`src/rtl/voxel_write_scheduler_if.sv`:
```
// Voxel memory write scheduler bus: generator stream, host queue port,
// flush handshake and the memory write port, grouped for one connection.
interface voxel_write_scheduler_if #(
    parameter int ADDR_W     = 18,
    parameter int DATA_W     = 64,
    parameter int FIFO_DEPTH = 8
);
    localparam int CNT_W = $clog2(FIFO_DEPTH) + 1;

    logic              gen_valid;
    logic              gen_ready;
    logic [ADDR_W-1:0] gen_addr;
    logic [DATA_W-1:0] gen_data;

    logic              host_valid;
    logic              host_ready;
    logic [ADDR_W-1:0] host_addr;
    logic [DATA_W-1:0] host_data;

    logic              frame_busy;
    logic              defer_en;
    logic              flush_req;
    logic              flush_done;

    logic              mem_write_en;
    logic [ADDR_W-1:0] mem_write_addr;
    logic [DATA_W-1:0] mem_write_data;

    logic [CNT_W-1:0]  fifo_count;
    logic [31:0]       host_commit_count;

    modport master (
        output gen_valid, gen_addr, gen_data,
        output host_valid, host_addr, host_data,
        output frame_busy, defer_en, flush_req,
        input  gen_ready, host_ready, flush_done,
        input  mem_write_en, mem_write_addr, mem_write_data,
        input  fifo_count, host_commit_count
    );

    modport slave (
        input  gen_valid, gen_addr, gen_data,
        input  host_valid, host_addr, host_data,
        input  frame_busy, defer_en, flush_req,
        output gen_ready, host_ready, flush_done,
        output mem_write_en, mem_write_addr, mem_write_data,
        output fifo_count, host_commit_count
    );
endinterface

```
`src/rtl/voxel_write_scheduler.sv`:
```
// Arbitrates voxel memory writes between the world generator and a
// deferrable host write queue, with a flush handshake for the host.
module voxel_write_scheduler #(
    parameter int ADDR_W       = 18,
    parameter int DATA_W       = 64,
    parameter int FIFO_DEPTH   = 8,
    parameter int STARVE_LIMIT = 16
) (
    input  logic                     clk,
    input  logic                     rst,
    voxel_write_scheduler_if.slave   bus
);
    localparam int PTR_W = $clog2(FIFO_DEPTH);
    localparam int CNT_W = PTR_W + 1;
    localparam logic [CNT_W-1:0] DEPTH_C = CNT_W'(FIFO_DEPTH);
    localparam logic [7:0]       LIMIT_C = 8'(STARVE_LIMIT);

    typedef enum logic [1:0] {
        ARB,
        DRAIN,
        DONE
    } state_t;

    state_t            r_state;
    logic [ADDR_W-1:0] r_fifo_addr [FIFO_DEPTH];
    logic [DATA_W-1:0] r_fifo_data [FIFO_DEPTH];
    logic [PTR_W-1:0]  r_wr_ptr;
    logic [PTR_W-1:0]  r_rd_ptr;
    logic [CNT_W-1:0]  r_count;
    logic [7:0]        r_starve_cnt;
    logic              r_flush_done;
    logic              r_mem_en;
    logic [ADDR_W-1:0] r_mem_addr;
    logic [DATA_W-1:0] r_mem_data;
    logic [31:0]       r_commit_cnt;

    logic w_not_empty;
    logic w_host_ready;
    logic w_push;
    logic w_starve;
    logic w_host_allowed;
    logic w_host_sel;
    logic w_gen_ready;
    logic w_gen_xfer;

    always_comb begin
        w_not_empty    = (r_count != '0);
        w_host_ready   = !rst && (r_count < DEPTH_C);
        w_push         = bus.host_valid && w_host_ready;
        w_starve       = bus.gen_valid && (r_starve_cnt == LIMIT_C);
        w_host_allowed = w_not_empty &&
                         ((r_state == DRAIN) ||
                          !(bus.defer_en && bus.frame_busy));
    end

    // Draining ignores both the defer window and generator starvation.
    always_comb begin
        w_host_sel = 1'b0;
        unique case (r_state)
            DRAIN:   w_host_sel = w_not_empty;
            default: w_host_sel = w_host_allowed && !w_starve;
        endcase
        if (rst) begin
            w_host_sel = 1'b0;
        end
    end

    always_comb begin
        w_gen_ready = !rst && !w_host_sel && (r_state == ARB);
        w_gen_xfer  = bus.gen_valid && w_gen_ready;
    end

    // Queue storage carries no reset; pointers and count define validity.
    always_ff @(posedge clk) begin
        if (w_push) begin
            r_fifo_addr[r_wr_ptr] <= bus.host_addr;
            r_fifo_data[r_wr_ptr] <= bus.host_data;
        end
    end

    always_ff @(posedge clk) begin
        if (rst) begin
            r_state      <= ARB;
            r_wr_ptr     <= '0;
            r_rd_ptr     <= '0;
            r_count      <= '0;
            r_starve_cnt <= '0;
            r_flush_done <= 1'b0;
            r_mem_en     <= 1'b0;
            r_mem_addr   <= '0;
            r_mem_data   <= '0;
            r_commit_cnt <= '0;
        end else begin
            r_flush_done <= 1'b0;
            r_mem_en     <= w_host_sel || w_gen_xfer;

            if (w_host_sel) begin
                r_mem_addr <= r_fifo_addr[r_rd_ptr];
                r_mem_data <= r_fifo_data[r_rd_ptr];
            end else if (w_gen_xfer) begin
                r_mem_addr <= bus.gen_addr;
                r_mem_data <= bus.gen_data;
            end

            if (w_push) begin
                r_wr_ptr <= r_wr_ptr + 1'b1;
            end
            if (w_host_sel) begin
                r_rd_ptr     <= r_rd_ptr + 1'b1;
                r_commit_cnt <= r_commit_cnt + 32'd1;
            end

            unique case ({w_push, w_host_sel})
                2'b10:   r_count <= r_count + 1'b1;
                2'b01:   r_count <= r_count - 1'b1;
                default: r_count <= r_count;
            endcase

            if (!bus.gen_valid || w_gen_xfer) begin
                r_starve_cnt <= '0;
            end else if (w_host_sel && (r_starve_cnt != LIMIT_C)) begin
                r_starve_cnt <= r_starve_cnt + 8'd1;
            end

            unique case (r_state)
                ARB: begin
                    if (bus.flush_req) begin
                        r_state <= DRAIN;
                    end
                end
                DRAIN: begin
                    if (r_count == '0) begin
                        r_state      <= DONE;
                        r_flush_done <= 1'b1;
                    end
                end
                DONE: begin
                    r_state <= ARB;
                end
                default: begin
                    r_state <= ARB;
                end
            endcase
        end
    end

    assign bus.gen_ready         = w_gen_ready;
    assign bus.host_ready        = w_host_ready;
    assign bus.flush_done        = r_flush_done && !rst;
    assign bus.mem_write_en      = r_mem_en && !rst;
    assign bus.mem_write_addr    = rst ? '0 : r_mem_addr;
    assign bus.mem_write_data    = rst ? '0 : r_mem_data;
    assign bus.fifo_count        = rst ? '0 : r_count;
    assign bus.host_commit_count = r_commit_cnt;
endmodule

```
`src/flat_wrapper.sv`:
```
// flat-port wrapper written by rule: the top's interface ports become plain ports
module voxel_write_scheduler_flat 
#(
    parameter int ADDR_W       = 18,
    parameter int DATA_W       = 64,
    parameter int FIFO_DEPTH   = 8,
    parameter int STARVE_LIMIT = 16
)
  (clk, rst, bus_gen_valid, bus_gen_addr, bus_gen_data, bus_host_valid, bus_host_addr, bus_host_data, bus_frame_busy, bus_defer_en, bus_flush_req, bus_gen_ready, bus_host_ready, bus_flush_done, bus_mem_write_en, bus_mem_write_addr, bus_mem_write_data, bus_fifo_count, bus_host_commit_count);
  voxel_write_scheduler_if #(.ADDR_W(ADDR_W), .DATA_W(DATA_W), .FIFO_DEPTH(FIFO_DEPTH)) bus_i ();
  input  logic clk;
  input  logic rst;
  input wire logic [$bits(bus_i.gen_valid)-1:0] bus_gen_valid;
  input wire logic [$bits(bus_i.gen_addr)-1:0] bus_gen_addr;
  input wire logic [$bits(bus_i.gen_data)-1:0] bus_gen_data;
  input wire logic [$bits(bus_i.host_valid)-1:0] bus_host_valid;
  input wire logic [$bits(bus_i.host_addr)-1:0] bus_host_addr;
  input wire logic [$bits(bus_i.host_data)-1:0] bus_host_data;
  input wire logic [$bits(bus_i.frame_busy)-1:0] bus_frame_busy;
  input wire logic [$bits(bus_i.defer_en)-1:0] bus_defer_en;
  input wire logic [$bits(bus_i.flush_req)-1:0] bus_flush_req;
  output wire logic [$bits(bus_i.gen_ready)-1:0] bus_gen_ready;
  output wire logic [$bits(bus_i.host_ready)-1:0] bus_host_ready;
  output wire logic [$bits(bus_i.flush_done)-1:0] bus_flush_done;
  output wire logic [$bits(bus_i.mem_write_en)-1:0] bus_mem_write_en;
  output wire logic [$bits(bus_i.mem_write_addr)-1:0] bus_mem_write_addr;
  output wire logic [$bits(bus_i.mem_write_data)-1:0] bus_mem_write_data;
  output wire logic [$bits(bus_i.fifo_count)-1:0] bus_fifo_count;
  output wire logic [$bits(bus_i.host_commit_count)-1:0] bus_host_commit_count;
  assign bus_i.gen_valid = bus_gen_valid;
  assign bus_i.gen_addr = bus_gen_addr;
  assign bus_i.gen_data = bus_gen_data;
  assign bus_i.host_valid = bus_host_valid;
  assign bus_i.host_addr = bus_host_addr;
  assign bus_i.host_data = bus_host_data;
  assign bus_i.frame_busy = bus_frame_busy;
  assign bus_i.defer_en = bus_defer_en;
  assign bus_i.flush_req = bus_flush_req;
  assign bus_gen_ready = bus_i.gen_ready;
  assign bus_host_ready = bus_i.host_ready;
  assign bus_flush_done = bus_i.flush_done;
  assign bus_mem_write_en = bus_i.mem_write_en;
  assign bus_mem_write_addr = bus_i.mem_write_addr;
  assign bus_mem_write_data = bus_i.mem_write_data;
  assign bus_fifo_count = bus_i.fifo_count;
  assign bus_host_commit_count = bus_i.host_commit_count;
  voxel_write_scheduler #(.ADDR_W(ADDR_W), .DATA_W(DATA_W), .FIFO_DEPTH(FIFO_DEPTH), .STARVE_LIMIT(STARVE_LIMIT)) u_core (.clk(clk), .rst(rst), .bus(bus_i));
endmodule
```
`config.mk`:
```
export PLATFORM = sky130hd
export DESIGN_NAME = voxel_write_scheduler_flat
export DESIGN_NICKNAME = d
export VERILOG_FILES = /design/src/rtl/voxel_write_scheduler_if.sv /design/src/rtl/voxel_write_scheduler.sv /design/src/flat_wrapper.sv
export SDC_FILE = /design/constraint.sdc
export NUM_CORES = 1
export LEC_CHECK = 0
export CAP_MARGIN = 20
export CORE_UTILIZATION = 54
export CTS_BUF_LIST = sky130_fd_sc_hd__clkbuf_4
export CTS_CLUSTER_DIAMETER = 80
export CTS_CLUSTER_SIZE = 14
export DETAILED_ROUTE_END_ITERATION = 10
export GPL_ROUTABILITY_DRIVEN = 0
export PLACE_DENSITY = 0.79
export SYNTH_ARGS = -nofsm -noshare
export SYNTH_HDL_FRONTEND = slang
export SYNTH_SLANG_ARGS = --single-unit
```
`constraint.sdc`:
```
create_clock -name clk -period 7.95 [get_ports clk]
set_input_delay 0.795 -clock clk [delete_from_list [all_inputs] [get_ports clk]]
set_output_delay 0.795 -clock clk [all_outputs]
set_load 0.01 [all_outputs]
```
==> summary.txt, run 1 <==
Run status
  – Status: finished clean

Placed design
  – DPL Wire Length: 39.6 mm
  – Placed cell areas: 35300 um^2
  – # placed instances: 2802
  – Buffers on Ports: 292

Yosys
  – Number of synthesized flops with an enable pin: 656
  – Synthesized area per cell: 17.2 um^2
  – Yosys warning count: 0
  – Syn_nets: 2022
  – Post-synth top area cell: edfxtp_1
  – Sequential cell area fraction in the yosys report: 0.710
  – Predominant post-synthesis flop cell: edfxtp_1
  – Synth area leaders: edfxtp_1, mux4_2, dfxtp_1
  – Post-synth cell types: 53
  – Post-synth ARST share: 0
  – Netlist Area Pre-Place: 31700 um^2
  – Post-synth top area share: 0.622
  – Post-Syn Instances: 1843
  – Synthesized flop and latch total: 795

Timing
  – Tcrit/Tclk final: 0.487
  – Fin Setup TNS: 0 ps
  – Min Tclk post-route: 3870 ps
  – Final Skew: 88.1 ps
  – Slew @ Worst Pin: 1070 ps
  – RSZ-0062 raised after global routing: false
  – Max Fclk: 258 MHz
  – Worst slew margin relative to its limit: 0.285
  – Hold WS: 508 ps
  – Fin. Hold Viols: 0
  – Max Slew Vio Count: 0
  – Setup violations, final: 0

Global route
  – Largest net degree at the start of global routing: 123
  – First-pass GRT wire length: 104 mm
  – Initial antenna violation count: 11
  – Grt ovf: 0
  – GRT Resource Usage Total: 0.229
  – Vias in the first global route: 17.7k

Clocking
  – Hold-fix buffers, CTS: 0
  – Worst-path clk slew: 140 ps
  – Clock Latency Late Sink: 860 ps
  – Htree depth: 3
  – Setup bufs post-CTS: 0
  – Root Buffer: clkbuf_4
  – Post-cts repair resize count: 0
  – CTS tree: yes
  – Clk sink count: 795
  – Max clock buf depth: 3
  – Inserted Clock Buffers: 66

Pwr
  – Internal: 6.59 mW
  – Pwr Total: 9.44 mW
  – Worst VDD drop: 361 uV
  – Switching share of power: 0.302
  – PwrDens: 260 nW/um^2
  – Psw: 2.85 mW
  – Combinational share of power: 0.280
  – Clock power frac: 0.199
  – Sequential power share: 0.521
  – Leak: 11.2 nW

Setup path
  – CP Launch Point: u_core.r_starve_cnt[0]
  – Worst setup SP type: flop
  – CP required: 7150 ps
  – FF-to-FF End: u_core.r_count[2]
  – Worst Reg-to-Reg Cells: 14
  – Worst-path fanout max: 3
  – R2r setup slk: 4550 ps
  – Critical path data arrival time: 3080 ps
  – Critical path type: flop to output port
  – Worst r2r src: u_core.r_starve_cnt[0]
  – Setup crit end: bus_gen_ready
  – Worst setup EP type: output port

Hold path
  – Hold Crit Class: flop to flop
  – WHS Path Cells: 2

Final layout
  – Most frequent cells in the layout: edfxtp_1, clkdlybuf4s50_1, mux4_2, dfxtp_1, clkbuf_4
  – Nets: 2286
  – Synth-to-layout area growth: 14.5%
  – Commonest non-fill, non-tap cell in the layout: edfxtp_1
  – Design area: 36300 um^2
  – Final instance count without filler cells: 2929
  – Share of cells above drive strength 1: 0.158
  – Multi-input logic area: 8530 um^2
  – Register Area: 22500 um^2
  – # fillers: 3995

Die
  – I/O pin cnt: 293
  – CORE AREA: 57800 um^2
  – Die Wd: 244 um
  – DIE AREA: 59600 um^2
  – DIE HEIGHT: 244 um
  – Starting Density: 0.548
  – # rows: 88

Drt
  – Drt drc: 0
  – DRT iter0 DRCs: 1319
  – Vias per cell: 6.03
  – DR pass1 iterations: 6
  – Wire per inst: 23.1 um
  – Post-route ant nets: 0
  – Via count: 17.7k
  – WL final: 67.6 mm

Run
  – Max-cap violations: 0
==> flip-flops by register name, summed over array words and instances, names as in the netlist, named ones only <==
name,flops
u_core.r_starve_cnt,8
u_core.r_mem_en,1
u_core.bus.host_commit_count,32
u_core.r_fifo_data,512
u_core.r_wr_ptr,3
u_core.r_count,4
u_core.r_flush_done,1
u_core.r_rd_ptr,3
u_core.r_mem_addr,18
u_core.r_state,2
u_core.r_mem_data,64
u_core.r_fifo_addr,144
==> worst max-delay path, cell delays in order, from the launching register on <==
cell and delay [ps]:
dfxtp_1 340, inv_1 100, ha_1 160, nor4b_2 320, nand4_1 230, a21o_1 250
nor4_1 230, clkdlybuf4s50_1 600
==> Yosys cell counts, types with 2 or more instances <==
master and number:
edfxtp_1 656, mux4_2 164, dfxtp_1 139, nor2b_1 114
a211oi_1 106, nand2_1 73, clkbuf_1 63, nor2_1 61
mux2i_1 55, buf_2 52, nand3_1 41, a21oi_1 34
inv_1 34, nand2b_1 31, o211ai_1 29, o311ai_1 20
o31ai_1 17, or4_1 16, nand4_1 14, buf_4 12
and3_1 11, o21ai_0 11, o311ai_0 11, ha_1 8
or3_1 8, xor2_1 8, and4_1 5, o41ai_1 5
xnor2_1 5, mux2_2 4, and2_1 3, buf_1 3
or4b_1 3, a311oi_1 2, and3b_1 2, nand3b_1 2
nor3_1 2, nor4_1 2, nor4b_2 2, or2_2 2
==> metrics by stage <==
| stage | setup slack, ps | util |
|---|---|---|
| floorplan | 198 | - |
| global placement | 4060 | 0.610 |
| detailed placement | 4030 | 0.611 |
| CTS | 4000 | 0.626 |
| global route | 3850 | 0.627 |
| finish | 4080 | 0.627 |
==> final cells by class <==
class,instances,share of cell area
Antenna cell,5,0.000345
Clock buffer,118,0.0244
Clock inverter,2,0.000207
Inverter,35,0.00362
Multi-Input combinational cell,883,0.235
Sequential cell,795,0.620
Tap cell,765,0.0264
Timing Repair Buffer,326,0.0894
==> per-layer routing <==
layer	part of all wire	track usage	up-vias
li1	-	-	7890
met1	0.41	0.318	8996
met2	0.50	0.378	670
met3	0.065	0.0326	107
met4	0.020	0.0724	12
met5	0.0012	0	-
==> worst min-delay path by stage <==
stage                        from                    end
6_report       u_core.r_rd_ptr[1]                   flop
5_1_grt          bus_gen_data[38]  u_core.r_mem_data[38]
4_1_cts          bus_gen_data[38]  u_core.r_mem_data[38]
3_5_place_dp   u_core.r_rd_ptr[2]                   flop
3_3_place_gp   u_core.r_rd_ptr[1]                   flop
2_1_floorplan  u_core.r_rd_ptr[1]                   flop
==> cell families (layout without fill, tap and decap cells) <==
| logic type | count (synthesis) | after routing | synth area share |
|---|---|---|---|
| flops | 795 | 795 | 0.710 |
| simple gates | 397 | 397 | 0.0690 |
| compound gates | 242 | 242 | 0.0562 |
| mux | 223 | 223 | 0.135 |
| buf+inv | 165 | 481 | 0.0230 |
| xor+xnor | 13 | 13 | 0.00359 |
| fa+ha+maj | 8 | 8 | 0.00316 |
| other cells | 0 | 5 | 0 |
==> power by group through the flow <==
stage	registers, mW	logic [mW]	clock network [mW]
global placement	5.03	2.55	0
global route	4.94	2.87	2.09
finish	4.92	2.64	1.88
CTS	4.94	2.62	1.94
floorplan	4.93	1.95	0
detailed placement	5.04	2.61	0
No activity file was read; power rests on OpenSTA's default activity.
==> inputs of run 2 (changes only) <==
==> constraint.sdc (replaced) <==
create_clock -name clk -period 3.2 [get_ports clk]
set_input_delay 0.32 -clock clk [delete_from_list [all_inputs] [get_ports clk]]
set_output_delay 0.32 -clock clk [all_outputs]
set_load 0.01 [all_outputs]
==> summary.txt, run 2 (same netlist as run 1, synthesis figures left out) <==
Die
  – DIE HEIGHT: 244 um
  – # rows: 88
  – DIE AREA: 59600 um^2
  – Starting Density: 0.548
  – Die Wd: 244 um
  – I/O pin cnt: 293
  – CORE AREA: 57800 um^2

Drt
  – WL final: 67.0 mm
  – DR pass1 iterations: 5
  – Drt drc: 0
  – Vias per cell: 5.94
  – DRT iter0 DRCs: 1469
  – Via count: 17.5k
  – Post-route ant nets: 0
  – Wire per inst: 22.8 um

Global route
  – Met1 usage: 0.301
  – Met2 Use GR: 0.380
  – Vias in the first global route: 17.8k
  – Routing usage on met3: 0.0340
  – Grt ovf: 0
  – Most Crowded Layer GR: met2
  – GRT Resource Usage Total: 0.225
  – Initial antenna violation count: 12
  – Largest net degree at the start of global routing: 198
  – First-pass GRT wire length: 102 mm

Setup path
  – Critical-path top delay cell: buf_12
  – Worst path buffer plus inverter count: 4
  – Critical path type: flop to flop
  – Largest stage delay, worst path: 510 ps
  – Worst setup EP type: flop
  – Most common cell on crit path: buf_4
  – Worst setup SP type: flop
  – Critical path data arrival time: 3690 ps
  – CP required: 3940 ps
  – CP cell instances: inv_1 -> ha_1 -> nor4b_2 -> nand4_1 -> buf_4 -> a21oi_4 -> buf_12 -> nand2b_1 -> buf_4 -> o311ai_0
  – Top delay family on crit path: buffers and inverters
  – Worst-path fanout max: 197

Pwr
  – Clock power frac: 0.197
  – Switching share of power: 0.300
  – Leak: 11.3 nW
  – Sequential power share: 0.520
  – Internal: 16.4 mW
  – Combinational share of power: 0.283
  – Worst VDD drop: 2820 uV
  – Psw: 7.05 mW
  – PwrDens: 640 nW/um^2

Timing
  – Min Tclk post-route: 2960 ps
  – RSZ-0062 raised after global routing: false
  – Tcrit/Tclk final: 0.925
  – Fin Setup TNS: 0 ps
  – Worst slew margin relative to its limit: 0.262
  – Setup violations, final: 0
  – Max Fclk: 338 MHz
  – Fin. Hold Viols: 0
  – Slew @ Worst Pin: 1110 ps
  – Max Slew Vio Count: 0
  – Final Skew: 25.7 ps

Final layout
  – # fillers: 3969
  – Top Registers: u_core.r_fifo_data x512, u_core.r_fifo_addr x144, u_core.r_mem_data x64
  – Most frequent cells in the layout: edfxtp_1, clkdlybuf4s50_1, mux4_2, dfxtp_1, nor2b_1
  – Reg with most FFs: u_core.r_fifo_data
  – Final instance count without filler cells: 2945
  – Synth-to-layout area growth: 15.6%
  – Nets: 2300
  – Design area: 36600 um^2
  – Commonest non-fill, non-tap cell in the layout: edfxtp_1
  – Max FFs per register: 512
  – Share of cells above drive strength 1: 0.164

Placed design
  – Buffers on Ports: 292
  – # placed instances: 2815
  – DPL Wire Length: 38.7 mm
  – Placed cell areas: 35700 um^2

Clocking
  – Inserted Clock Buffers: 66
  – CTS tree: yes
  – Clk sink count: 795
  – Worst-path clk slew: 150 ps
  – Htree depth: 3
  – Root Buffer: clkbuf_4
  – Clock Latency Late Sink: 860 ps
  – Max clock buf depth: 3

Run
  – Max-cap violations: 0

Hold path
  – Hold Crit Class: primary input to flop

Run status
  – Status: finished clean
-- run 2: cell types whose count changed in the layout (fill, tap and decap cells not counted), moves of 2 or more --
cell           previous run  this run
nor3_2                    2         0
buf_12                    0        24
buf_4                    31        22
diode_2                   5        10
clkbuf_4                118       113
nor3_4                    0         2
dlygate4sd3_1             0         2
buf_16                    3         0
-- run 2: cell type report --
| cell class | count | area, um^2 | area share |
|---|---|---|---|
| multi-input cells | 883 | 8570 | 0.234 |
| clock inverters | 4 | 16.3 | 0.000444 |
| inverters | 35 | 131 | 0.00359 |
| well taps | 765 | 957 | 0.0261 |
| diodes | 10 | 25.0 | 0.000683 |
| repair buffers | 340 | 3590 | 0.0980 |
| flip-flops and latches | 795 | 22500 | 0.614 |
| clock buffers | 113 | 848 | 0.0232 |
-- run 2: timing repair --
action / CTS / global route
endpoints found under the setup margin: 1 / 0
setup buffers: 1 / 0
hold buffers: 2 / 0
gates resized for setup: 1 / 0
hold endpoints to repair: 15 / 0
-- run 2: path summary, 6_finish.rpt --
kind                                        startpoint                    end  slack (ps)  cells past startpoint
worst max register to register  u_core.r_starve_cnt[0]   u_core.r_mem_addr[4]         240                     10
worst min register to register      u_core.r_rd_ptr[1]                   flop         490                      2
worst max-delay path            u_core.r_starve_cnt[0]   u_core.r_mem_addr[4]         240                     10
worst min-delay path                  bus_gen_data[47]  u_core.r_mem_data[47]          80                      3
-- run 2: worst register-to-register path, stage by stage, from the launching register on --
cell	delay (ps)
dfxtp_1	350
inv_1	110
ha_1	150
nor4b_2	280
nand4_1	180
buf_4	190
a21oi_4	180
buf_12	510
nand2b_1	260
buf_4	260
o311ai_0	380
-- run 2: routing by layer --
layer / vias up / routed length (um) / share of wire
met4: 4 / 1740 / 0.026
met2: 514 / 33900 / 0.51
li1: 7893 / - / -
met1: 8981 / 27700 / 0.41
met5: - / 26 / 0.00039
met3: 109 / 3640 / 0.054
-- run 2: power by group through the flow --
stage	Sequential [mW]	Combinational [mW]	Clock (mW)
CTS	12.2	6.73	4.76
detailed placement	12.4	6.71	0
finish	12.2	6.64	4.62
floorplan	12.2	4.87	0
global placement	12.4	6.54	0
global route	12.3	7.21	5.10
-- run 2: per-stage QoR --
step	utilization	power [mW]	hold WS (ps)	setup WS, ps
2_1_floorplan	-	17.1	419	-265
3_3_place_gp	0.618	18.9	446	430
3_5_place_dp	0.618	19.1	463	214
4_1_cts	0.633	23.7	7.84	206
5_1_grt	0.634	24.6	52.0	64.2
6_report	0.634	23.5	79.5	242
